[src/rtl/cdc_handshake_tx.sv]
// cdc_handshake_tx
// ----------------
// Source-domain half of a 4-phase request/acknowledge clock-domain crossing.
// A word offered on SRC_DATA/SRC_VALID is captured into TX_DATA. TX_REQ is then
// raised toward the destination domain. The asynchronous RX_ACK comes back
// through a NUM_STAGES flop synchronizer. The request is dropped once the
// synchronized ack reads high. The transfer completes, with a one-cycle DONE
// pulse, once the synchronized ack reads low again.
//
// Parameters
//   BUS_WIDTH   width of the transferred data word
//   NUM_STAGES  depth of the RX_ACK synchronizer (minimum 2)
//
// Ports
//   CLK        in   source-domain clock, rising edge
//   RST        in   synchronous active-high reset
//   SRC_DATA   in   word offered by the local source
//   SRC_VALID  in   SRC_DATA is valid
//   SRC_READY  out  a word can be accepted this cycle (combinational)
//   TX_DATA    out  registered word held stable for the destination domain
//   TX_REQ     out  registered 4-phase request
//   RX_ACK     in   asynchronous acknowledge from the destination domain
//   BUSY       out  registered, high while a transfer is in progress
//   DONE       out  registered one-cycle pulse when a transfer completes

module cdc_handshake_tx #(
  parameter int BUS_WIDTH  = 8,
  parameter int NUM_STAGES = 2
) (
  input  logic                 CLK,
  input  logic                 RST,
  input  logic [BUS_WIDTH-1:0] SRC_DATA,
  input  logic                 SRC_VALID,
  output logic                 SRC_READY,
  output logic [BUS_WIDTH-1:0] TX_DATA,
  output logic                 TX_REQ,
  input  logic                 RX_ACK,
  output logic                 BUSY,
  output logic                 DONE
);

  typedef enum logic [1:0] {
    IDLE   = 2'd0,
    REQ_HI = 2'd1,
    REQ_LO = 2'd2
  } state_t;

  state_t                state;
  logic [NUM_STAGES-1:0] ack_sync;
  logic                  ack_s;

  // Synchronizer for the acknowledge coming from the other clock domain.
  // RX_ACK is used nowhere else. Only the last stage, ack_s, feeds the FSM.
  always_ff @(posedge CLK) begin
    if (RST) begin
      ack_sync <= '0;
    end else begin
      ack_sync <= {ack_sync[NUM_STAGES-2:0], RX_ACK};
    end
  end

  assign ack_s = ack_sync[NUM_STAGES-1];

  // A new word is accepted only when idle and the destination has released
  // its acknowledge. This blocks a stale ack from starting a bogus transfer.
  assign SRC_READY = (state == IDLE) && !ack_s && !RST;

  // Handshake sequencer. Every output is a flop, so TX_REQ cannot glitch.
  // TX_DATA is written only on accept. It therefore holds for the whole
  // transfer, whatever SRC_DATA does meanwhile. Reset aborts any transfer
  // in flight and discards the word.
  always_ff @(posedge CLK) begin
    if (RST) begin
      state   <= IDLE;
      TX_DATA <= '0;
      TX_REQ  <= 1'b0;
      BUSY    <= 1'b0;
      DONE    <= 1'b0;
    end else begin
      DONE <= 1'b0;
      case (state)
        IDLE: begin
          if (SRC_VALID && SRC_READY) begin
            TX_DATA <= SRC_DATA;
            TX_REQ  <= 1'b1;
            BUSY    <= 1'b1;
            state   <= REQ_HI;
          end
        end
        REQ_HI: begin
          // Wait as long as needed. There is deliberately no timeout.
          if (ack_s) begin
            TX_REQ <= 1'b0;
            state  <= REQ_LO;
          end
        end
        REQ_LO: begin
          if (!ack_s) begin
            BUSY  <= 1'b0;
            DONE  <= 1'b1;
            state <= IDLE;
          end
        end
        default: begin
          TX_REQ <= 1'b0;
          BUSY   <= 1'b0;
          state  <= IDLE;
        end
      endcase
    end
  end

endmodule

[config.mk]
export PLATFORM = sky130hd
export DESIGN_NAME = cdc_handshake_tx
export DESIGN_NICKNAME = d
export VERILOG_FILES = /design/src/rtl/cdc_handshake_tx.sv
export SDC_FILE = /design/constraint.sdc
export NUM_CORES = 1
export LEC_CHECK = 0
export CELL_PAD_IN_SITES_DETAIL_PLACEMENT = 0
export CELL_PAD_IN_SITES_GLOBAL_PLACEMENT = 2
export CORE_MARGIN = 3
export CORE_UTILIZATION = 22
export DETAILED_ROUTE_END_ITERATION = 10
export GPL_TIMING_DRIVEN = 0
export HOLD_SLACK_MARGIN = 0.08
export PLACE_DENSITY_LB_ADDON = 0.1
export SLEW_MARGIN = 20
export SYNTH_ARGS = -nofsm -noshare
export SYNTH_HDL_FRONTEND = slang
export SYNTH_SLANG_ARGS = --single-unit
export TNS_END_PERCENT = 30
[constraint.sdc]
create_clock -name CLK -period 1.4 [get_ports CLK]
set_input_delay 0.28 -clock CLK [delete_from_list [all_inputs] [get_ports CLK]]
set_output_delay 0.28 -clock CLK [all_outputs]
set_load 0.05 [all_outputs]
# ---- After elaboration in Yosys (flattened, before gate mapping)
# Cells that the tools add are included.
dict set report word_totals {
  ff_bits 15
  latch_bits 0
  ram_bits 0
  mem_bits_ro 0
  output_inout_bits 12
  memories 0
}
dict set report classes {
  addsub 0
  mul 0
  div_mod_pow 0
  n_lt_le_gt_ge 0
  n_eq_ne 5
  shifts 0
  muxes 10
  bitwise_logic 2
  reduce_logical 11
}
# operator count
set op_table {}
lappend op_table {{AND reduction 3 bit} 3}
lappend op_table {{two-way mux 2 bit} 3}
lappend op_table {{case mux 1 bit (3 select lines)} 2}
lappend op_table {{case mux 2 bit (3 select lines)} 1}
lappend op_table {{two-way mux 1 bit} 4}
lappend op_table {{inequality test 2 bit (second input constant)} 2}
lappend op_table {{logical AND 1 bit} 3}
lappend op_table {{equality test 2 x 1 -> 1 bit (second input constant)} 1}
lappend op_table {{equality test 2 bit (second input constant)} 1}
lappend op_table {{zero test 1 bit} 2}
lappend op_table {{zero test 2 bit} 1}
lappend op_table {{inequality test 2 x 1 -> 1 bit (second input constant)} 1}
lappend op_table {{inverter 1 bit} 2}
lappend op_table {{AND reduction 2 bit} 1}
lappend op_table {{OR reduction 2 bit} 1}

# ---- Depth between registers and ports, before layout
# Gate-level depths: netlist of run 1.
dict set report logic_depth {
  word_depth 6
  ltp_mapped 5
  ltp_nobuf 3
}

# ---- Worst setup path after synthesis of run 1
# Ideal clock, no wire load.
dict set report synth_path {
  path_type {reg2reg}
  startpoint {reg state[0]}
  endpoint {reg TX_DATA[0]}
  setup_ps 116
  t_arrival_ps 1313
  required_time_ps 1284
  slack_ps -28
  stages_incl_launch_ff 6
  synth_period_minus_slack_ps 1428
  cell_sequence {dfxtp_1 > buf_6 > nor4_4 > buf_6 > a21oi_2 > a31o_1}
}
dict set report synth_between {
  elab_chain_len 5
}
# element line_no
set synth_rtl {}
lappend synth_rtl {{from (decl)} 48} ;# state_t state;
lappend synth_rtl {{from (signal assigned)} 74} ;# state <= IDLE;
lappend synth_rtl {{from (signal assigned)} 87} ;# state <= REQ_HI;
lappend synth_rtl {{from (signal assigned)} 94} ;# state <= REQ_LO;
lappend synth_rtl {{zero test 2 bit} 66} ;# assign SRC_READY = (state == IDLE) && !ack_s && !RST;
lappend synth_rtl {{logical AND 1 bit (2 in a row)} 66}
lappend synth_rtl {{named net SRC_READY} 34} ;# output logic SRC_READY,
lappend synth_rtl {{logical AND 1 bit} 83} ;# if (SRC_VALID && SRC_READY) begin
lappend synth_rtl {{AND reduction 2 bit (no line)} --}
lappend synth_rtl {{to (signal assigned)} 75} ;# TX_DATA <= '0;
lappend synth_rtl {{to (signal assigned)} 84} ;# TX_DATA <= SRC_DATA;
lappend synth_rtl {{to (decl)} 35} ;# output logic [BUS_WIDTH-1:0] TX_DATA,
# The timed path passes the listed nets, and every way through them passes these cells.
# A chain may end at the register's enable or synchronous reset.

# ---- Worst setup path in the final report of run 1
dict set report layout_path {
  startpoint {reg state[0]}
  endpoint {out SRC_READY}
}
dict set report layout_between {
  elab_chain_len 3
}
# element line_no
set layout_rtl {}
lappend layout_rtl {{zero test 2 bit} 66}
lappend layout_rtl {{logical AND 1 bit (2 in a row)} 66}
lappend layout_rtl {{to (decl)} 34}
# Every way passes these cells.

==> metrics.md, run 1 <==
| Metric | Value |
|---|---|
| Post-synth top cells | dfxtp_1 (15), nand2b_1 (9), a21oi_1 (8), a31o_2 (5) |
| Unrepaired setup endpoints after global routing | yes |
| ANT nets after route | 0 |
| Critical Path Sink Type | output port |
| DR vias/cell | 4.37 |
| Power Density | 1040 nW/µm² |
| Failing checks | negative setup slack |
| Total number of vias | 516 |
| Cell row count | 18 |
| Crit-path max FO | 2 |
| I/O pins | 24 |
| Outcome | finished, violations left |
| Post-synth EDFFs | 0 |
| Total CTS buffers | 3 |
| Sequential-to-total area share from yosys stat | 0.477 |
| Fill cells | 278 |
| Starting density of the core | 0.243 |
| Critical path class | register to output port |
| Final #Nets | 101 |
| #FFs+latches synth | 15 |
| Crit-path cells | nor4_4 -> buf_6 -> buf_8 |
| Highest clock rate | 0.650 GHz |
| Reg area | 308 µm² |
| Grt total ovfl | 0 |
| Final WS setup | -0.137 ns |
| Hold Vio Cnt, Final | 0 |
| Vias in the first global route | 500 |
| Core area | 2590 µm² |
| DRT iter0 DRCs | 14 |
| Largest area contributor in the netlist | dfxtp_1 |
| WP data arrival | 1.26 ns |
| DRC | 0 |
| Max-slew headroom | 0.727 |
| CP Launch Type | register |
| Async SR Flop Fraction | 0 |
| Initial DRT Pass Iterations | 4 |
| Top_reg_cell synth | dfxtp_1 |
| Crit share post-route | 1.10 |
| Leakage Power | 0.350 nW |
| CTS H-tree lvls | 1 |
| Largest net degree at the start of global routing | 11 |
| Initial antenna violation count | 0 |
| Total GRT Usage | 0.101 |
| # port buffers | 22 |
| Share of the synthesized area in the top cell type | 0.477 |
| Synth area leaders | dfxtp_1 (48%), nand2b_1 (8.9%), a31o_2 (7.0%) |
| Final instance area | 943 µm² |
| CP max stage cell | dfxtp_4 |
| Netlist cell types | 20 |
| Clock Latency Late Sink | 0.28 ns |
| Area after DPL | 891 µm² |
| Reg-to-Reg Start | state[0]$_SDFFE_PP0P_ |
| Clk root buf | clkbuf_4 |
| Die area | 3540 µm² |
| Share of layout cells above drive strength 1 | 0.364 |
| Die Wd | 59.5 µm |
| Hold Path Class | input port to register |
| Total Power | 0.982 mW |
| Routability-driven placement congestion ratio | 0.657 |
| Max-Cap Viols | 0 |
| Final slew viol count | 0 |
| CP Data Required Time | 1.12 ns |
| Minimum clock period | 1.54 ns |
| Endpoints failing setup | 1 |
| Antenna fix cells | 0 |
| Critical Path Max Stage Delay | 0.36 ns |
| Mapped Area | 629 µm² |
| Wire per inst | 13.4 µm |
| Cells after Synth | 60 |
| DP HPWL | 997 µm |
| Combined area of the multi-input logic cells | 279 µm² |
| Critical path origin | state[0]$_SDFFE_PP0P_ |
| CTS tree | done |
| Die height | 59.5 µm |
| HP Start | SRC_VALID |
| Mean area per synthesized cell | 10.5 µm² |
| CTS max path bufs | 2 |
| Yosys warns | 0 |
| Mapped Nets | 72 |
| Clock-pin slew on the worst setup and hold paths | 0.09 ns |
| Aggregate routed wire length | 1580 µm |
| Most common cell in the synthesized netlist | dfxtp_1 |
| Clock Skew | 0.000729 ns |
| Area growth from synthesis to layout | 49.9% |
| Clock sinks | 15 |
| Worst-margin pin slew | 0.403 ns |
| First-pass GRT wire length | 2580 µm |
| Maximum VDD drop | 548 µV |
critical path: cells and delay by family, from the launching register on:
kind | cells | cell delay [ns]
and+or+nand+nor | 1 | 0.32
DFF | 1 | 0.36
buffers and inverters | 2 | 0.30
final timing paths:
kind / endpoint / slack, ns / cells after the start
setup reg to reg: TX_DATA[0]$_SDFFE_PP0P_ / 0.07 / 5
setup / recovery: SRC_READY / -0.14 / 3
hold reg to reg: ack_sync[1]$_SDFF_PP0_ / 0.45 / 1
hold / removal: TX_DATA[3]$_SDFFE_PP0P_ / 0.42 / 3
kinds of logic (layout without fill, tap and decap cells):
| group | count (synthesis) | in the layout | share of synthesized area |
|---|---|---|---|
| flops | 15 | 15 | 0.477 |
| compound gates | 20 | 20 | 0.225 |
| simple gates | 18 | 18 | 0.205 |
| xor+xnor | 1 | 1 | 0.0139 |
| buf+inv | 6 | 34 | 0.0795 |
state kept, by name, summed over array words and instances (netlist names):
register  cells
TX_DATA       8
ack_sync      2
state         2
BUSY          1
DONE          1
TX_REQ        1
repair_timing:
action | 4_1_cts | 5_1_grt
cloned | 0 | 0
resized for setup | 45 | 1
setup endpoints to repair | 20 | 2
pin swaps | 1 | 0
hold buffers | 0 | 0
setup buffers | 4 | 0
layout by cell type (no fill, tap or decap):
| cell type | n |
|---|---|
| a21boi_0 | 1 |
| a21oi_1 | 8 |
| a21oi_2 | 1 |
| a31o_1 | 3 |
| a31o_2 | 5 |
| buf_2 | 1 |
| buf_4 | 4 |
| buf_6 | 2 |
| buf_8 | 1 |
| clkbuf_1 | 2 |
| clkbuf_2 | 1 |
| clkbuf_4 | 3 |
| clkdlybuf4s15_2 | 10 |
| clkdlybuf4s50_1 | 9 |
| dfxtp_1 | 13 |
| dfxtp_4 | 2 |
| dlygate4sd2_1 | 1 |
| nand2b_1 | 9 |
| nor2_1 | 2 |
| nor2b_1 | 2 |
| nor3b_1 | 1 |
| nor4_1 | 1 |
| nor4_4 | 1 |
| nor4b_1 | 2 |
| o21ai_0 | 1 |
| o21ba_2 | 1 |
| xnor2_1 | 1 |
metal layers:
layer | up-vias | GRT usage | share of wire
li1 | 269 | - | -
met1 | 227 | 0.142 | 0.49
met2 | 18 | 0.134 | 0.43
met3 | 2 | 0.0501 | 0.071
met4 | 0 | 0.0291 | 0.0095
met5 | - | 0 | 0
power by group:
part	total (mW)	leakage [nW]	switching, mW	internal (mW)
clock	0.252	0.0150	0.142	0.111
combinational	0.262	0.210	0.150	0.112
sequential	0.468	0.125	0.0160	0.452
total	0.982	0.350	0.308	0.674
final cells by class:
class / count / area share
buffer: 4 / 0.0332
clock buffer: 4 / 0.0279
multi-input combinational: 39 / 0.296
sequential: 15 / 0.326
tap: 30 / 0.0398
timing repair buffer: 26 / 0.277
through the flow:
step                      cells  setup WS [ns]  setup TNS, ns  hold slack (ns)   util
after detailed placement    112          -1.37          -7.09            0.423  0.344
final                       118         -0.137         -0.137            0.422  0.364
after global routing        118         -0.200         -0.200            0.426  0.364
after global placement      112          -1.40          -7.16            0.429  0.344
after floorplan              60       -0.00790       -0.00790            0.408      -
after CTS                   118         -0.154         -0.154            0.408  0.366
No activity file was read; power rests on OpenSTA's default activity.
==> run 2: changes to the inputs <==
--- a/config.mk
+++ b/config.mk
@@ -5,6 +5,7 @@
 export SDC_FILE = /design/constraint.sdc
 export NUM_CORES = 1
 export LEC_CHECK = 0
+export CAP_MARGIN = 30
 export CELL_PAD_IN_SITES_DETAIL_PLACEMENT = 0
 export CELL_PAD_IN_SITES_GLOBAL_PLACEMENT = 2
 export CORE_MARGIN = 3
==> results of run 2 <==
Final layout, timing and power as in run 1 (identical DEF).
==> run 3: changes to the inputs <==
==> constraint.sdc (replaced) <==
create_clock -name CLK -period 1.4 [get_ports CLK]
set_input_delay 0.28 -clock CLK [delete_from_list [all_inputs] [get_ports CLK]]
set_output_delay 0.28 -clock CLK [all_outputs]
set_load 0.005 [all_outputs]
==> metrics.md, run 3 (synthesis results as in run 1) <==
| Metric | Value |
|---|---|
| Outcome | finished, violations left |
| Failing checks | negative setup slack |
| DRT iter0 DRCs | 14 |
| Total CTS buffers | 3 |
| Worst Hold Path EP | TX_DATA[6]$_SDFFE_PP0P_ |
| Final WS setup | -0.0363 ns |
| Final instance area | 951 µm² |
| Maximum VDD drop | 483 µV |
| Top sig layer | met4 |
| ANT nets after route | 0 |
| Wire per inst | 12.7 µm |
| Reg2Reg Capture Point | TX_DATA[0]$_SDFFE_PP0P_ |
| Critical Path Max Stage Delay | 0.36 ns |
| Area after DPL | 887 µm² |
| Crit-path cells | nor4_4 -> buf_6 -> buf_6 |
| Aggregate routed wire length | 1500 µm |
| Power Density | 927 nW/µm² |
| Final #Nets | 101 |
| Worst-margin pin slew | 0.420 ns |
| Fill cells | 282 |
| Max-Cap Viols | 0 |
| Clock Skew | 0.00114 ns |
| Worst reg-to-reg path cell count | 5 |
| Biggest regs | TX_DATA: 8 flops, ack_sync: 2 flops, state: 2 flops |
| Crit share post-route | 1.03 |
| Max-slew headroom | 0.720 |
| Total GRT Usage | 0.0904 |
| Setup TNS | -0.0363 ns |
| Highest clock rate | 0.696 GHz |
| Hold path depth | 3 |
| Reg-to-Reg Start | state[0]$_SDFFE_PP0P_ |
| Critical Path Sink Type | output port |
| Total Power | 0.881 mW |
| Most common cell after layout, fill and taps aside | clkdlybuf4s50_1 |
| Met3 WL | 123 µm |
| Final core occ | 0.367 |
| Total number of vias | 529 |
| Initial DRT Pass Iterations | 4 |
| Reg2Reg Setup Slack | 0.10 ns |
| Antenna fix cells | 0 |
| Hold Path Class | input port to register |
| Die area | 3540 µm² |
| Core area | 2590 µm² |
| CTS H-tree lvls | 1 |
| Clk root buf | clkbuf_4 |
| Vias in the first global route | 501 |
| Clock sinks | 15 |
| Cell row count | 18 |
| Endpoints failing setup | 1 |
| Largest net degree at the start of global routing | 11 |
| Crit-path max FO | 2 |
| WP data arrival | 1.16 ns |
| Clock-pin slew on the worst setup and hold paths | 0.09 ns |
| Post-CTS Hold Fix Bufs | 0 |
| Routability-driven placement congestion ratio | 0.661 |
| CTS max path bufs | 2 |
| Die Wd | 59.5 µm |
| Clock Latency Late Sink | 0.27 ns |
| Max reg flops | 8 |
| Leakage Power | 0.456 nW |
| I/O pins | 24 |
| First-pass GRT wire length | 2350 µm |
| Grt total ovfl | 0 |
| CP max stage cell | dfxtp_4 |
| Area growth from synthesis to layout | 51.1% |
| Final slew viol count | 0 |
| Initial antenna violation count | 0 |
| DRC | 0 |
| Final std cells w/o fill | 118 |
| DR vias/cell | 4.48 |
| Routed met1 length | 700 µm |
| Unrepaired setup endpoints after global routing | yes |
| CTS tree | done |
| Critical path class | register to output port |
| Metal2 WL | 665 µm |
| Die height | 59.5 µm |
| Post-place setup slack | -1.03 ns |
| CP Data Required Time | 1.12 ns |
| Most frequent cells in the layout | clkdlybuf4s50_1 (10), nand2b_1 (9), dfxtp_1 (8), a21oi_1 (8), dlymetal6s2s_1 (6) |
| HP Start | SRC_VALID |
| Hold Slack | 0.431 ns |
| CP Launch Type | register |
| Starting density of the core | 0.243 |
| Share of layout cells above drive strength 1 | 0.307 |
| Placed Cells | 112 |
| Biggest register | TX_DATA |
| Minimum clock period | 1.44 ns |
| # port buffers | 22 |
| Most used cell along the critical path | buf_6 |
| Hold Vio Cnt, Final | 0 |
## run 3: changes by cell type in the layout (fill, tap and decap cells not counted), sizes merged
| cell | delta |
|---|---|
| clkdlybuf4s15 | -9 |
| dlymetal6s2s | +6 |
| dlygate4sd2 | +3 |
| clkbuf | -1 |
| clkdlybuf4s50 | +1 |
## run 3: repair_timing
action,CTS,global route
resized for setup,19,8
setup endpoints to repair,17,7
setup buffers,3,1
pin swaps,1,1
## run 3: cell type report
type	instances	area, µm²	area share
Multi-Input combinational cell	39	279	0.293
Tap cell	30	37.5	0.0395
Clock buffer	4	26.3	0.0276
Buffer	4	31.3	0.0329
Timing Repair Buffer	26	263	0.276
Sequential cell	15	314	0.330
## run 3: power breakdown
| part | total (mW) | internal, mW | switching [mW] |
|---|---|---|---|
| clock | 0.240 | 0.110 | 0.130 |
| sequential | 0.468 | 0.454 | 0.0144 |
| combinational | 0.173 | 0.106 | 0.0662 |
| total | 0.881 | 0.671 | 0.211 |
## run 3: metal layers
layer | vias to the layer above | GRT usage
met5 | - | 0
met4 | 0 | 0.0485
met3 | 2 | 0.0261
met2 | 15 | 0.125
met1 | 242 | 0.125
li1 | 270 | -
## run 3: how the worst max path moves through the flow
stage / startpoint / endpoint / slack, ns / cells past startpoint
global route: state[0]$_SDFFE_PP0P_ / SRC_READY / -0.11 / 3
detailed placement: RST / SRC_READY / -1.03 / 4
floorplan: state[0]$_SDFFE_PP0P_ / TX_DATA[0]$_SDFFE_PP0P_ / 0.05 / 5
CTS: state[1]$_SDFFE_PP0P_ / SRC_READY / -0.07 / 3
finish: state[0]$_SDFFE_PP0P_ / SRC_READY / -0.04 / 3
global placement: RST / SRC_READY / -1.05 / 4
## run 3: worst max-delay path, delay by kind of cell, from the launching register on
kind | cells | cell delay [ns]
AND/OR/NAND/NOR | 1 | 0.30
buffers and inverters | 2 | 0.23
flip-flops | 1 | 0.36
